[src/rtl/uart_fifo.sv]
// TX and RX byte FIFOs between the CPU bus and the uart, each with a small handshake FSM.
// Optional UART_FIFO_OVERRUN_EN adds a sticky rx_overrun flag with overrun_clear.
module uart_fifo #(
  parameter int unsigned DEPTH_LOG2 = 4
) (
  input  logic                  raw_clk,
  input  logic                  reset_n,
  input  logic [7:0]            wr_data,
  input  logic                  wr_strobe,
  output logic                  tx_full,
  output logic [DEPTH_LOG2:0]   tx_count,
  output logic [7:0]            rd_data,
  input  logic                  rd_strobe,
  output logic                  rx_empty,
  output logic [DEPTH_LOG2:0]   rx_count,
  output logic [7:0]            uart_tx_data,
  output logic                  uart_tx_strobe,
  input  logic                  uart_tx_busy,
  input  logic [7:0]            uart_rx_data,
  input  logic                  uart_rx_ready,
  output logic                  uart_rx_ready_clear
`ifdef UART_FIFO_OVERRUN_EN
  ,
  output logic                  rx_overrun,
  input  logic                  overrun_clear
`endif
);

  localparam int unsigned Depth = 1 << DEPTH_LOG2;
  localparam int unsigned CntW  = DEPTH_LOG2 + 1;
  localparam int unsigned PtrW  = DEPTH_LOG2;

  typedef enum logic {TxIdle, TxWait} tx_state_e;
  typedef enum logic {RxIdle, RxClear} rx_state_e;

  // TX FIFO
  logic [7:0]      tx_mem [Depth];
  logic [PtrW-1:0] tx_wr_ptr_q, tx_rd_ptr_q;
  logic [CntW-1:0] tx_count_q, tx_count_d;
  logic            tx_push, tx_pop;
  tx_state_e       tx_state_q, tx_state_d;
  logic [7:0]      tx_data_q, tx_data_d;
  logic            tx_strobe_q, tx_strobe_d;

  // RX FIFO
  logic [7:0]      rx_mem [Depth];
  logic [PtrW-1:0] rx_wr_ptr_q, rx_rd_ptr_q;
  logic [CntW-1:0] rx_count_q, rx_count_d;
  logic            rx_push_req, rx_push, rx_pop;
  rx_state_e       rx_state_q, rx_state_d;
  logic            rx_clear_q, rx_clear_d;
  logic            rx_full;

  assign tx_full        = (tx_count_q == CntW'(Depth));
  assign tx_count       = tx_count_q;
  assign uart_tx_data   = tx_data_q;
  assign uart_tx_strobe = tx_strobe_q;

  assign rx_full             = (rx_count_q == CntW'(Depth));
  assign rx_empty            = (rx_count_q == '0);
  assign rx_count            = rx_count_q;
  assign rd_data             = rx_mem[rx_rd_ptr_q];
  assign uart_rx_ready_clear = rx_clear_q;

  always_comb begin
    tx_state_d  = tx_state_q;
    tx_data_d   = tx_data_q;
    tx_strobe_d = 1'b0;
    tx_pop      = 1'b0;
    unique case (tx_state_q)
      TxIdle: begin
        if (tx_count_q != '0 && !uart_tx_busy) begin
          tx_pop      = 1'b1;
          tx_strobe_d = 1'b1;
          tx_data_d   = tx_mem[tx_rd_ptr_q];
          tx_state_d  = TxWait;
        end
      end
      // uart raises tx_busy one cycle after the strobe; skip that cycle
      TxWait: tx_state_d = TxIdle;
      default: tx_state_d = TxIdle;
    endcase
  end

  // A full FIFO still accepts a push when a pop frees a slot that cycle
  assign tx_push = wr_strobe && (!tx_full || tx_pop);

  always_comb begin
    tx_count_d = tx_count_q;
    if (tx_push && !tx_pop)      tx_count_d = tx_count_q + CntW'(1);
    else if (!tx_push && tx_pop) tx_count_d = tx_count_q - CntW'(1);
  end

  always_comb begin
    rx_state_d  = rx_state_q;
    rx_clear_d  = 1'b0;
    rx_push_req = 1'b0;
    unique case (rx_state_q)
      RxIdle: begin
        if (uart_rx_ready) begin
          rx_push_req = 1'b1;
          rx_clear_d  = 1'b1;
          rx_state_d  = RxClear;
        end
      end
      // gives the uart a cycle to drop rx_ready before we look again
      RxClear: rx_state_d = RxIdle;
      default: rx_state_d = RxIdle;
    endcase
  end

  assign rx_pop  = rd_strobe && !rx_empty;
  assign rx_push = rx_push_req && (!rx_full || rx_pop);

  always_comb begin
    rx_count_d = rx_count_q;
    if (rx_push && !rx_pop)      rx_count_d = rx_count_q + CntW'(1);
    else if (!rx_push && rx_pop) rx_count_d = rx_count_q - CntW'(1);
  end

  always_ff @(posedge raw_clk) begin
    if (tx_push) tx_mem[tx_wr_ptr_q] <= wr_data;
    if (rx_push) rx_mem[rx_wr_ptr_q] <= uart_rx_data;
  end

  always_ff @(posedge raw_clk or negedge reset_n) begin
    if (!reset_n) begin
      tx_wr_ptr_q <= '0;
      tx_rd_ptr_q <= '0;
      tx_count_q  <= '0;
      tx_state_q  <= TxIdle;
      tx_data_q   <= '0;
      tx_strobe_q <= 1'b0;
      rx_wr_ptr_q <= '0;
      rx_rd_ptr_q <= '0;
      rx_count_q  <= '0;
      rx_state_q  <= RxIdle;
      rx_clear_q  <= 1'b0;
    end else begin
      if (tx_push) tx_wr_ptr_q <= tx_wr_ptr_q + PtrW'(1);
      if (tx_pop)  tx_rd_ptr_q <= tx_rd_ptr_q + PtrW'(1);
      tx_count_q  <= tx_count_d;
      tx_state_q  <= tx_state_d;
      tx_data_q   <= tx_data_d;
      tx_strobe_q <= tx_strobe_d;
      if (rx_push) rx_wr_ptr_q <= rx_wr_ptr_q + PtrW'(1);
      if (rx_pop)  rx_rd_ptr_q <= rx_rd_ptr_q + PtrW'(1);
      rx_count_q  <= rx_count_d;
      rx_state_q  <= rx_state_d;
      rx_clear_q  <= rx_clear_d;
    end
  end

`ifdef UART_FIFO_OVERRUN_EN
  logic rx_drop;
  logic rx_overrun_q;

  assign rx_drop    = rx_push_req && !rx_push;
  assign rx_overrun = rx_overrun_q;

  // set beats clear when both land in the same cycle
  always_ff @(posedge raw_clk or negedge reset_n) begin
    if (!reset_n)           rx_overrun_q <= 1'b0;
    else if (rx_drop)       rx_overrun_q <= 1'b1;
    else if (overrun_clear) rx_overrun_q <= 1'b0;
  end
`endif

endmodule

[config.mk]
export PLATFORM = sky130hd
export DESIGN_NAME = uart_fifo
export DESIGN_NICKNAME = d
export VERILOG_FILES = /design/src/rtl/uart_fifo.sv
export SDC_FILE = /design/constraint.sdc
export NUM_CORES = 1
export LEC_CHECK = 0
export CORE_ASPECT_RATIO = 0.7
export CORE_MARGIN = 2
export CORE_UTILIZATION = 30
export CTS_BUF_LIST = sky130_fd_sc_hd__clkbuf_8
export DETAILED_ROUTE_END_ITERATION = 10
export GPL_TIMING_DRIVEN = 0
export PLACE_DENSITY = 0.45
export SLEW_MARGIN = 10
export SYNTH_ARGS = -nofsm -noshare
export SYNTH_HDL_FRONTEND = slang
export SYNTH_SLANG_ARGS = --single-unit
[constraint.sdc]
create_clock -name raw_clk -period 2.55 [get_ports raw_clk]
set_clock_uncertainty 0.05 [all_clocks]
set_input_delay 0.6375 -clock raw_clk [delete_from_list [all_inputs] [get_ports raw_clk]]
set_output_delay 0.6375 -clock raw_clk [all_outputs]
set_load 0.01 [all_outputs]
==> metrics.yaml <==
status:
  status: "complete, but fails checks"
  failed_checks: "setup timing"
clocking:
  clkLatencyLatePin_ns: 0.56
  htree_levels: 2
  cts_root_buffer: "clkbuf_8"
  cts.reportedPaths.clkPinSlew_ns: 0.06
  clockBufferDepth: 3
  cts_buffers: 48
  clkSinkCount: 292
  cts_tree: "built"
detailed_routing:
  antenna_left: 0
  viasPerCell: 4.67
  routed_wl_mm: 27.8
  first_iter_violations: 435
  wl_per_cell_um: 21.9
  drc: 0
  firstDrtPassIters: 5
  vias: 5940
cells_and_area:
  layout_common_cells: "edfxtp_1, mux4_2, clkbuf_8"
  instances_no_fill: 1272
  diodes: 0
  drive_gt1_share_pct: 32.8
  utilization_pct: 37.5
  final_nets: 753
  layout_commonest_cell: "edfxtp_1"
  area_growth_pct: 23.1
power:
  p_leak_uw: 0.00484
  peakVddDrop_mv: 0.392
  powerDensity_mw_per_mm2: 1120
floorplan:
  start_util_pct: 30.5
  die-area_sq_mm: 0.0407
  io-pin-count: 52
  die_h_um: 169
  coreArea_sq_mm: 0.0384
  rows: 60
  die_w_um: 240
timing:
  timing.fmax_ghz: 0.308
  tightest_slew_ns: 0.816
  fin_ws_ns: -0.692
  finalHoldViolCount: 0
  min_period_over_period_pct: 127
  setup_viol: 9
  period_minus_slack_ns: 3.24
  drv_slew: 0
  relSlewSlack_pct: 45.6
  rsz0062_at_grt: "yes"
yosys:
  synth_top_cell_by_area: "edfxtp_1"
  synth.top_cell.area_share_pct: 65.6
  yosys-top-cells-area: "edfxtp_1, mux4_2, dfrtp_1, mux4_1, ha_1"
  synth_warnings: 0
  synth_nets: 625
  synth.avg_cell_area_sq_um: 20.1
  ys_types: 36
  synth_enable_flop_cells: 256
  synthFlopType: "edfxtp_1"
  synth_seq_cells: 292
  ys_seq_area_share_pct: 73.3
  synth_area_sq_mm: 0.0117
  async_flop_share_pct: 12.3
  syn_inst: 583
placed_design:
  detailed_place_hpwl_mm: 18.1
  dp_cells: 1162
  gp_congestion: 0.742
  io_buffers: 51
global_routing:
  grt_pass1_wl_mm: 41.0
  gr-total-overflow: 0
  grt_max_degree: 29
  grt_usage_pct: 14.1
  grt_pass1_vias: 6179
  antenna_found_initial: 1
setup_path:
  cp-start-kind: "flip-flop"
  r2r_slack_ns: -0.05
  cp_data_arrival_time_ns: 2.55
  critPathRequiredTime_ns: 1.86
  cp-end-kind: "output port"
  cp_max_fo: 7
  path_class: "flip-flop to output port"
flow_run:
  maxCapViolCount: 0
min_path:
  hold_path_class: "flip-flop to flip-flop"
## flip-flops by register name (all words and copies together) (netlist names)
signal / count
tx_mem: 128
uart_rx_ready_clear: 1
rx_count: 5
tx_count: 5
tx_rd_ptr_q: 4
tx_state_q: 1
rx_wr_ptr_q: 4
tx_wr_ptr_q: 4
rx_mem: 128
uart_tx_data: 8
rx_rd_ptr_q: 4
## metrics by stage
step	TNS (ns)	area (sq um)	total power, uW	hold WS, ns	setup slack [ns]
final	-5.09	14400	16200	0.402	-0.692
after global routing	-6.02	14400	17100	0.419	-0.764
after CTS	-5.77	14300	16300	0.389	-0.766
after detailed placement	-129.04	13000	11600	0.403	-0.971
after global placement	-155.83	13000	11500	0.377	-0.943
after floorplan	-0.0537	11800	9630	0.292	-0.0537
## cells in the mapped netlist, drive strengths merged, types with 4 or more instances
| cell type | instances |
|---|---|
| edfxtp | 256 |
| mux4 | 72 |
| dfrtp | 36 |
| nor2 | 29 |
| buf | 24 |
| nand2 | 24 |
| ha | 18 |
| xnor2 | 18 |
| a21oi | 12 |
| inv | 11 |
| mux2i | 10 |
| nor2b | 9 |
| a211o | 8 |
| a22o | 8 |
| clkbuf | 8 |
| nor3 | 8 |
| o21ai | 6 |
| a21o | 5 |
| nand2b | 4 |
| nand4 | 4 |
## critical path, cell delays in order, from the launching register on
cell and delay (ns):
dfrtp_1 0.39, buf_12 0.17, buf_8 0.13, buf_6 0.10
mux4_2 0.53, mux4_2 0.51, buf_6 0.14
## final timing paths
path / start / endpoint / cells after the start
max reg2reg: rx_count[3] / rx_count[4] / 10
min in group asynchronous: reset_n / tx_count[0] / 2
max in group asynchronous: reset_n / rx_count[1] / 3
min: uart_rx_ready_clear / uart_rx_ready_clear / 1
max: rx_rd_ptr_q[0] / rd_data[1] / 6
min reg2reg: uart_rx_ready_clear / uart_rx_ready_clear / 1
## timing repair
| action | CTS | global route |
|---|---|---|
| pin swaps | 14 | 11 |
| cloned | 3 | 0 |
| hold buffers | 1 | 0 |
| hold endpoints to repair | 8 | 0 |
| gates resized for setup | 80 | 34 |
| endpoints found under the setup margin | 31 | 173 |
| setup buffers | 19 | 8 |
## power breakdown
part	internal [uW]	leakage (uW)	switching, uW
clock network	2180	0.000503	1850
logic	3010	0.00160	3000
registers	5850	0.00274	322
total	11000	0.00484	5180
## cell families after synthesis
| kind of cell | synth area share, % |
|---|---|
| flops | 73.3 |
| xor+xnor | 1.49 |
| mux | 15.2 |
| compound gates | 2.53 |
| simple gates | 3.19 |
| fa+ha+maj | 2.26 |
| buf+inv | 2.09 |
## cell type report
type                    instances  area, sq um
fillers                      3592        24000
well taps                     527          659
clock buffers                  52          716
multi-input cells             248         3130
clock inverters                32          218
repair buffers                 80          800
flip-flops and latches        292         8600
plain buffers                  30          255
inverters                      11         53.8
## metal layers
layer / up-vias / track usage, % / share of wire [%]
met3: 46 / 2.72 / 5.1
met1: 3123 / 22.0 / 50
met2: 169 / 19.7 / 43
met4: 0 / 4.10 / 1.9
li1: 2602 / - / -
met5: - / 0 / 0
Note: power is estimated with default switching activity, not from simulation.
